===== config.mk =====
export PLATFORM = sky130hd
export DESIGN_NAME = mem_req_master_flat
export DESIGN_NICKNAME = d
export VERILOG_FILES = /design/src/rtl/mem_req_master_if.sv /design/src/rtl/mem_req_master.sv /design/src/flat_wrapper.sv
export SDC_FILE = /design/constraint.sdc
export NUM_CORES = 1
export LEC_CHECK = 0
export CAP_MARGIN = 25
export CORE_ASPECT_RATIO = 0.8
export CORE_MARGIN = 3
export CORE_UTILIZATION = 41
export DETAILED_ROUTE_END_ITERATION = 8
export PLACE_DENSITY = 0.8
export SLEW_MARGIN = 20
export SYNTH_ARGS = -nofsm -noshare
export SYNTH_HDL_FRONTEND = slang
export SYNTH_SLANG_ARGS = --single-unit

===== constraint.sdc =====
create_clock -name clk -period 2.7 [get_ports clk]
set_clock_uncertainty 0.15 [all_clocks]
set_input_delay 0.54 -clock clk [delete_from_list [all_inputs] [get_ports clk]]
set_output_delay 0.54 -clock clk [all_outputs]
set_load 0.01 [all_outputs]

===== src/rtl/mem_req_master_if.sv =====
// Memory bus between the data-memory initiator and its responder.
//   m_req   initiator -> responder  registered bus request
//   m_we    initiator -> responder  1=write, 0=read (valid while m_req)
//   m_addr  initiator -> responder  word address (valid while m_req)
//   m_wdata initiator -> responder  write data (valid while m_req && m_we)
//   m_ack   responder -> initiator  one-cycle completion pulse
//   m_rdata responder -> initiator  read data (valid with m_ack on a read)
interface mem_req_master_if #(
  parameter int ADDR_W = 24,
  parameter int DATA_W = 32
);
  logic              m_req;
  logic              m_we;
  logic [ADDR_W-1:0] m_addr;
  logic [DATA_W-1:0] m_wdata;
  logic              m_ack;
  logic [DATA_W-1:0] m_rdata;

  modport master (
    output m_req, m_we, m_addr, m_wdata,
    input  m_ack, m_rdata
  );

  modport slave (
    input  m_req, m_we, m_addr, m_wdata,
    output m_ack, m_rdata
  );
endinterface


===== src/rtl/mem_req_master.sv =====
// Data-memory port initiator. Accepts one load or store from the MEM stage,
// runs it on the req/ack bus, stalls the pipeline while it is outstanding,
// returns load data with a one-cycle rd_valid strobe and aborts through a
// watchdog when the responder never acks.
// Ports:
//   clk        rising-edge clock
//   clear      asynchronous active-low reset
//   req_rd     load request (level, sampled while idle)
//   req_wr     store request (level, sampled while idle)
//   req_addr   32-bit word address; bits above ADDR_W must be zero
//   req_wdata  store data
//   stall      combinational pipeline hold
//   rd_data    last load result, held until the next load completes
//   rd_valid   one-cycle pulse when rd_data is updated
//   err        one-cycle pulse on a rejected request or a timeout
//   bus        memory bus, master side
module mem_req_master #(
  parameter int ADDR_W = 24,
  parameter int DATA_W = 32,
  parameter int TMO_W  = 8
) (
  input  logic              clk,
  input  logic              clear,
  input  logic              req_rd,
  input  logic              req_wr,
  input  logic [31:0]       req_addr,
  input  logic [DATA_W-1:0] req_wdata,
  output logic              stall,
  output logic [DATA_W-1:0] rd_data,
  output logic              rd_valid,
  output logic              err,
  mem_req_master_if.master  bus
);

  typedef enum logic {IDLE, BUSY} state_t;

  // The counter holds the number of completed BUSY cycles; when it shows
  // 2**TMO_W-2 the current cycle is the last one allowed, so an edge without
  // ack here is the (2**TMO_W-1)-th cycle with no response.
  localparam logic [TMO_W-1:0] CNT_LAST = {{(TMO_W-1){1'b1}}, 1'b0};

  state_t              state_p0, state_d;
  logic [TMO_W-1:0]    cnt_p0, cnt_d;
  logic                req_p0;
  logic                we_p0;
  logic [ADDR_W-1:0]   addr_p0;
  logic [DATA_W-1:0]   wdata_p0;

  logic                addr_ok;
  logic                accept;
  logic                reject;
  logic                done_ack;
  logic                timeout;

  assign addr_ok = ((req_addr >> ADDR_W) == 32'd0);

  always_comb begin
    state_d  = state_p0;
    cnt_d    = cnt_p0;
    accept   = 1'b0;
    reject   = 1'b0;
    done_ack = 1'b0;
    timeout  = 1'b0;
    stall    = 1'b0;
    case (state_p0)
      IDLE: begin
        cnt_d = '0;
        stall = req_rd | req_wr;
        if ((req_rd ^ req_wr) && addr_ok) begin
          accept  = 1'b1;
          state_d = BUSY;
        end else if (req_rd | req_wr) begin
          reject = 1'b1;
        end
      end
      BUSY: begin
        stall = 1'b1;
        cnt_d = cnt_p0 + TMO_W'(1);
        // Ack takes priority over an expiring watchdog in the same cycle.
        if (bus.m_ack) begin
          done_ack = 1'b1;
          state_d  = IDLE;
          cnt_d    = '0;
        end else if (cnt_p0 == CNT_LAST) begin
          timeout = 1'b1;
          state_d = IDLE;
          cnt_d   = '0;
        end
      end
      default: begin
        state_d = IDLE;
        cnt_d   = '0;
      end
    endcase
  end

  // ---- stage p0: control state, bus registers, response strobes ----
  always_ff @(posedge clk or negedge clear) begin
    if (!clear) begin
      state_p0 <= IDLE;
      cnt_p0   <= '0;
      req_p0   <= 1'b0;
      we_p0    <= 1'b0;
      addr_p0  <= '0;
      wdata_p0 <= '0;
      rd_data  <= '0;
      rd_valid <= 1'b0;
      err      <= 1'b0;
    end else begin
      state_p0 <= state_d;
      cnt_p0   <= cnt_d;
      rd_valid <= done_ack & ~we_p0;
      err      <= reject | timeout;
      if (accept) begin
        req_p0   <= 1'b1;
        we_p0    <= req_wr;
        addr_p0  <= req_addr[ADDR_W-1:0];
        wdata_p0 <= req_wdata;
      end else if (done_ack || timeout) begin
        req_p0 <= 1'b0;
      end
      if (done_ack && !we_p0) begin
        rd_data <= bus.m_rdata;
      end
    end
  end

  assign bus.m_req   = req_p0;
  assign bus.m_we    = we_p0;
  assign bus.m_addr  = addr_p0;
  assign bus.m_wdata = wdata_p0;

endmodule

===== src/flat_wrapper.sv =====
// flat-port wrapper written by rule: the top's interface ports become plain ports
module mem_req_master_flat 
#(
  parameter int ADDR_W = 24,
  parameter int DATA_W = 32,
  parameter int TMO_W  = 8
)
  (clk, clear, req_rd, req_wr, req_addr, req_wdata, stall, rd_data, rd_valid, err, bus_m_req, bus_m_we, bus_m_addr, bus_m_wdata, bus_m_ack, bus_m_rdata);
  mem_req_master_if #(.ADDR_W(ADDR_W), .DATA_W(DATA_W)) bus_i ();
  input  logic clk;
  input  logic clear;
  input  logic req_rd;
  input  logic req_wr;
  input  logic [31:0] req_addr;
  input  logic [DATA_W-1:0] req_wdata;
  output logic stall;
  output logic [DATA_W-1:0] rd_data;
  output logic rd_valid;
  output logic err;
  output wire logic [$bits(bus_i.m_req)-1:0] bus_m_req;
  output wire logic [$bits(bus_i.m_we)-1:0] bus_m_we;
  output wire logic [$bits(bus_i.m_addr)-1:0] bus_m_addr;
  output wire logic [$bits(bus_i.m_wdata)-1:0] bus_m_wdata;
  input wire logic [$bits(bus_i.m_ack)-1:0] bus_m_ack;
  input wire logic [$bits(bus_i.m_rdata)-1:0] bus_m_rdata;
  assign bus_m_req = bus_i.m_req;
  assign bus_m_we = bus_i.m_we;
  assign bus_m_addr = bus_i.m_addr;
  assign bus_m_wdata = bus_i.m_wdata;
  assign bus_i.m_ack = bus_m_ack;
  assign bus_i.m_rdata = bus_m_rdata;
  mem_req_master #(.ADDR_W(ADDR_W), .DATA_W(DATA_W), .TMO_W(TMO_W)) u_core (.clk(clk), .clear(clear), .req_rd(req_rd), .req_wr(req_wr), .req_addr(req_addr), .req_wdata(req_wdata), .stall(stall), .rd_data(rd_data), .rd_valid(rd_valid), .err(err), .bus(bus_i));
endmodule

Yosys cells after proc, flatten, opt, wreduce, memory -nomap -nowiden
Index checks and enable logic that the tools add are counted.
Storage, ports and cells
  register bits: 101
  bits of input ports: 101
  output and inout port bits: 93
  word-level logic and storage cells: 42
Operators by class
  add/sub/neg operators: 1
  equality and inequality tests: 1
  muxes and demuxes: 19
  bitwise logic cells: 6
  reductions and logical operators: 6
Operators with widths (count)
  logical NOT 32 bit: 1
  two-way mux 8 bit: 2
  one-hot mux 8 bit (2 select lines): 1
  two-way mux 1 bit: 14
  adder 8 x 1 -> 8 bit, second input constant: 1
  equality test 8 bit, second input constant: 1
  one-hot mux 1 bit (2 select lines): 2
  logical AND 1 bit: 2
  inverter 1 bit: 2
  OR 1 bit: 2
  nonzero test 2 bit: 1
  AND 1 bit: 1
  logical NOT 1 bit: 1
  logical OR 1 bit: 1
  XOR 1 bit: 1

Logic depth before layout (Yosys ltp)
Gate-level depths: netlist (run 1).
  depth in word-level cells: 7
  gate-level depth with buffers: 7
  gate-level depth less buffers: 5

Worst setup path before layout (run 1)
Ideal clock, no wire load.
  kind: in2reg
  from: input port req_addr[26]
  to: register u_core.addr_p0[14], in the netlist u_core.bus.m_addr[14]
  library setup time: 0.125 ns
  arrival time: 1.909 ns
  required time: 2.425 ns
  path slack: 0.516 ns
  cell stages on the path: 5
  buffers on the path: 2
  cells stage by stage: or4_4 nor3_2 buf_6 buf_12 mux2_4
On the way
  cells in the longest elaborated chain, start to end: 4
RTL lines
  start, declared: RTL line flat_wrapper.sv:14  | input logic [31:0] req_addr;
  logical NOT 32 bit: RTL line mem_req_master.sv:55  | assign addr_ok = ((req_addr >> ADDR_W) == 32'd0);
  logical AND 1 bit: RTL line mem_req_master.sv:69  | if ((req_rd ^ req_wr) && addr_ok) begin
  two-way mux 1 bit: RTL line mem_req_master.sv:69
  two-way mux 1 bit: RTL line mem_req_master.sv:65  | case (state_p0)
  end signal, assigned: RTL line mem_req_master.sv:117  | addr_p0 <= req_addr[ADDR_W-1:0];
  end, declared: RTL line mem_req_master.sv:46  | logic [ADDR_W-1:0] addr_p0;
No other way between the ends.
A chain may end at the register's enable or synchronous reset.

Worst setup path after layout (run 1)
  from: input port req_wr
  to: output port stall
On the way
  cells in the longest elaborated chain, start to end: 2
RTL lines
  start, declared: RTL line flat_wrapper.sv:13  | input logic req_wr;
  OR 1 bit: RTL line mem_req_master.sv:68  | stall = req_rd | req_wr;
  one-hot mux 1 bit (2 select lines): RTL line mem_req_master.sv:65
  end, declared: RTL line flat_wrapper.sv:16  | output logic stall;
No other way between the ends.

==> results.md, run 1 <==
| Step | Result | Reported |
|:---|:---|:---|
| worst setup path | Critical Path Source Type | input pin |
| sta | Worst hold margin | 24.4 ps |
| clock network | Clock edge transition at the registers on the reported setup and hold paths | 60 ps |
| sta | Count of final max-slew check failures | 0 |
| yosys | Number of synthesized register bits | 101 |
| worst setup path | Most Frequent Cell on Critical Path | sky130_fd_sc_hd__clkdlybuf4s50_1 |
| pwr | P_sw | 0.711 mW |
| worst setup path | Largest incremental delay on the critical path | 550 ps |
| yosys | Mapped cell area | 4090 sq um |
| placement | IO buf count | 193 |
| final layout | Net total in the final layout | 554 |
| pwr | Portion of total power attributed to the clock network | 38.0% |
| yosys | Mapped Nets | 354 |
| sta | Number of endpoints failing setup at the final stage | 0 |
| global routing | Gr usage total | 18.5% |
| worst setup path | Worst setup path class | input pin to primary output |
| sta | Final Hold Violating Endpoints | 0 |
| worst setup path | Sort of element at the end of the critical path | primary output |
| worst setup path | Arrival @ worst endpoint | 1870 ps |
| routing | First drt pass iteration count | 4 |
| floorplan | Total I/O pin count | 194 |
| pwr | Switching portion of total power | 21.0% |
| routing | Detail Route Antenna Nets | 0 |
| routing | Drc violations | 0 |
| clock network | Clk_lat worst skew | 330 ps |
| yosys | Synth area leader | sky130_fd_sc_hd__dfrtp_1 |
| pwr | Internal power component | 2.68 mW |
| sta | Minimum period implied by the final worst setup slack | 2560 ps |
| global routing | Antenna violations before repair | 0 |
| clock network | H-Tree Depth | 3 |
| worst setup path | Worst reg-to-reg path cell count | 4 |
| final layout | Layout overhead on the synthesized area | 58.2% |
| final layout | Fillers | 677 |
| sta | Achievable Freq | 390 MHz |
| yosys | Area share of the leading cell type in the synthesized netlist | 61.8% |
| clock network | TritonCTS clock tree | yes |
| sta | Final critical-path share of the clock period | 94.9% |
| yosys | Post-synthesis instance total | 250 |
| clock network | # hold bufs at CTS | 0 |
| yosys | Sequential element share of the synthesized area | 61.8% |
| yosys | Post-synth cell types | 27 |
| final layout | Number of antenna repair diodes | 0 |
| pwr | Leakage power figure | 2.93 nW |
| clock network | Number of instances resized during post-cts repair | 0 |
| global routing | Via count of the first global-routing pass | 2976 |
| worst setup path | Critical Path, Cell by Cell | clkdlybuf4s50_1, inv_1, ha_1, nand2_1, clkdlybuf4s50_1 |
| sta | Setup repair after global routing missed its margin | false |
| routing | Number of vias per cell after detailed routing | 4.78 |
| worst setup path | Count of buffering cells on the critical path with inverters included | 3 |
| floorplan | Full die area | 11200 sq um |
| floorplan | DIE HEIGHT | 95.4 um |
| global routing | Global-route wire length before repair | 16200 um |
| global routing | Largest net degree at the start of global routing | 65 |
| hold path | Class of the most critical hold timing path | input pin to asynchronous set/reset pin |
| worst setup path | Category of cells accounting for the largest share of critical-path delay | buffers and inverters |
| floorplan | # rows | 31 |
| pwr | Post-layout power | 3.39 mW |
| floorplan | Core area | 9390 sq um |
| yosys | Cell types with the largest area share after synthesis | sky130_fd_sc_hd__dfrtp_1 62%, sky130_fd_sc_hd__mux2_4 15%, sky130_fd_sc_hd__mux2_2 13% |
| placement | Routability-driven placement congestion ratio | 0.780 |
| sta | Worst slew margin relative to its limit | 56.2% |
| worst setup path | Required arrival time at the worst endpoint | 2010 ps |
| clock network | Post-CTS repair timing setup buffer count | 0 |
| routing | Detailed-route wire length per cell | 17.4 um |
| pwr | Max rail drop VDD | 283 uV |
| sta | Worst Tran Pin Value | 653 ps |
| pwr | Power density of the placed cells | 524 nW/um^2 |
| pwr | Portion of total power attributed to combinational logic | 14.0% |
| clock network | Root Buffer Master | sky130_fd_sc_hd__clkbuf_16 |
| routing | Routed wire length | 10200 um |
| worst setup path | Cell with the largest stage delay on the worst path | sky130_fd_sc_hd__clkdlybuf4s50_1 |
| worst setup path | CP max FO | 2 |
| final layout | Share of final-layout standard cells stronger than drive strength 1 | 24.4% |
| flow run | Max-cap violations | 0 |
| routing | Number of design-rule violations left by the first detailed-router iteration | 182 |
| floorplan | Initial cell density of the core | 43.6% |
| floorplan | Width of the die | 118 um |
| placement | DPL Wire Length | 7640 um |
| global routing | Aggregate global routing overflow | 0 |
| clock network | Clk sink count | 101 |
| clock network | Maximum clock insertion buffer count | 2 |
| yosys | Synth warnings | 0 |
| pwr | Sequential cell fraction of total power | 48.0% |
| routing | Number of vias after detailed routing | 2804 |
| run status | Run status | complete, no violations |
| yosys | Average cell area after synthesis | 16.4 sq um |
| worst setup path | Critical path depth | 5 |
| clock network | Clock buffers created by TritonCTS | 9 |
-- per-stage QoR --
step           utilization [%]  setup TNS, ps  cell area [sq um]  worst slack (ps)  instances
3_5_place_dp              65.7           -773               6170             -68.1        571
5_1_grt                   69.0              0               6470               103        587
4_1_cts                   69.0              0               6470               138        587
3_3_place_gp              65.7              0               6170              2.49        571
2_1_floorplan                -              0               4090               516        250
6_report                  69.0              0               6470               138        587
-- power by group through the flow --
| stage | Clock, mW | Sequential (mW) | Combinational (mW) |
|---|---|---|---|
| 2_1_floorplan | 0 | 1.69 | 0.0914 |
| 3_3_place_gp | 0 | 1.65 | 0.472 |
| 3_5_place_dp | 0 | 1.66 | 0.481 |
| 4_1_cts | 1.32 | 1.63 | 0.484 |
| 5_1_grt | 1.38 | 1.64 | 0.507 |
| 6_report | 1.29 | 1.63 | 0.476 |
-- path summary, 6_finish.rpt --
path                                    start                     end  slack [ps]
max                                    req_wr                   stall         140
min                                     clear      u_core.rd_data[23]          20
max reg2reg                   u_core.state_p0  u_core.bus.m_wdata[31]         490
min reg2reg                u_core.rd_data[29]      u_core.rd_data[29]         350
max in group asynchronous               clear      u_core.rd_data[25]        1660
min in group clk           u_core.rd_data[29]      u_core.rd_data[29]         350
-- logic make-up after synthesis --
family | synth area share (%)
AOI/OAI and AO/OA | 1.16
xor gates and xnor gates | 0.642
adders and majority gates | 0.917
buffers and inverters | 3.24
DFF | 61.8
muxes | 28.2
and+or+nand+nor | 4.13
-- placed cells by master (no fill, tap or decap) --
cell type / synthesis / final
sky130_fd_sc_hd__buf_4: 1 / 2
sky130_fd_sc_hd__clkbuf_16: 0 / 9
sky130_fd_sc_hd__o21ai_0: 4 / 4
sky130_fd_sc_hd__clkbuf_1: 3 / 2
sky130_fd_sc_hd__xor2_1: 2 / 2
sky130_fd_sc_hd__or4_4: 1 / 1
sky130_fd_sc_hd__clkbuf_8: 0 / 2
sky130_fd_sc_hd__nor2_1: 5 / 5
sky130_fd_sc_hd__buf_12: 4 / 4
sky130_fd_sc_hd__nand4_1: 1 / 1
sky130_fd_sc_hd__dfrtp_1: 101 / 101
sky130_fd_sc_hd__nand3b_1: 1 / 1
sky130_fd_sc_hd__clkdlybuf4s50_1: 0 / 192
sky130_fd_sc_hd__or4_1: 2 / 2
sky130_fd_sc_hd__a21oi_1: 3 / 3
sky130_fd_sc_hd__ha_1: 3 / 3
sky130_fd_sc_hd__clkinv_4: 0 / 1
sky130_fd_sc_hd__inv_1: 6 / 6
sky130_fd_sc_hd__mux2_4: 40 / 40
sky130_fd_sc_hd__o31ai_1: 1 / 1
sky130_fd_sc_hd__o21ai_1: 1 / 1
sky130_fd_sc_hd__nor2b_1: 2 / 2
sky130_fd_sc_hd__mux2_2: 49 / 49
sky130_fd_sc_hd__nor3_1: 1 / 1
sky130_fd_sc_hd__nand2_1: 4 / 4
sky130_fd_sc_hd__bufinv_16: 0 / 1
sky130_fd_sc_hd__nor3_4: 0 / 1
sky130_fd_sc_hd__nand2b_1: 1 / 1
sky130_fd_sc_hd__clkinv_2: 0 / 1
sky130_fd_sc_hd__or3_1: 5 / 5
sky130_fd_sc_hd__nand3_1: 6 / 6
sky130_fd_sc_hd__xnor2_1: 1 / 1
-- metal layers --
layer	vias to the layer above	track usage, %	wire, um
met5	-	0	0
met4	0	5.66	120
met3	13	6.64	813
met2	123	30.3	4940
met1	1394	23.3	4330
li1	1274	-	-
-- synthesized netlist by cell type (all sizes together) --
| cell | instances |
|---|---|
| dfrtp | 101 |
| mux2 | 89 |
| buf | 6 |
| inv | 6 |
| nand3 | 6 |
| nor2 | 5 |
| o21ai | 5 |
| or3 | 5 |
| nand2 | 4 |
| a21oi | 3 |
| clkbuf | 3 |
| ha | 3 |
| or4 | 3 |
| nor2b | 2 |
| nor3 | 2 |
| xor2 | 2 |
| nand2b | 1 |
| nand3b | 1 |
| nand4 | 1 |
| o31ai | 1 |
| xnor2 | 1 |
-- cell type report --
cell class | instances | area (sq um) | share of cell area, %
flip-flops and latches | 101 | 2530 | 39.0
repair buffers | 198 | 2020 | 31.1
multi-input cells | 134 | 1440 | 22.2
clock buffers | 13 | 260 | 4.02
well taps | 132 | 165 | 2.55
clock inverters | 3 | 43.8 | 0.676
inverters | 6 | 22.5 | 0.348
-- flip-flops by register name (all words and copies together) (netlist names) --
signal              cells
u_core.rd_valid         1
u_core.bus.m_we         1
u_core.err              1
u_core.rd_data         32
u_core.cnt_p0           8
u_core.bus.m_addr      24
u_core.bus.m_req        1
u_core.bus.m_wdata     32
u_core.state_p0         1
(Power assumes the default switching activity.)
==> run 2: changes to the inputs <==
Settings changed: CTS_CLUSTER_DIAMETER set to 30.
==> results of run 2 <==
No change in the layout: final DEF, timing and power equal those of run 1.
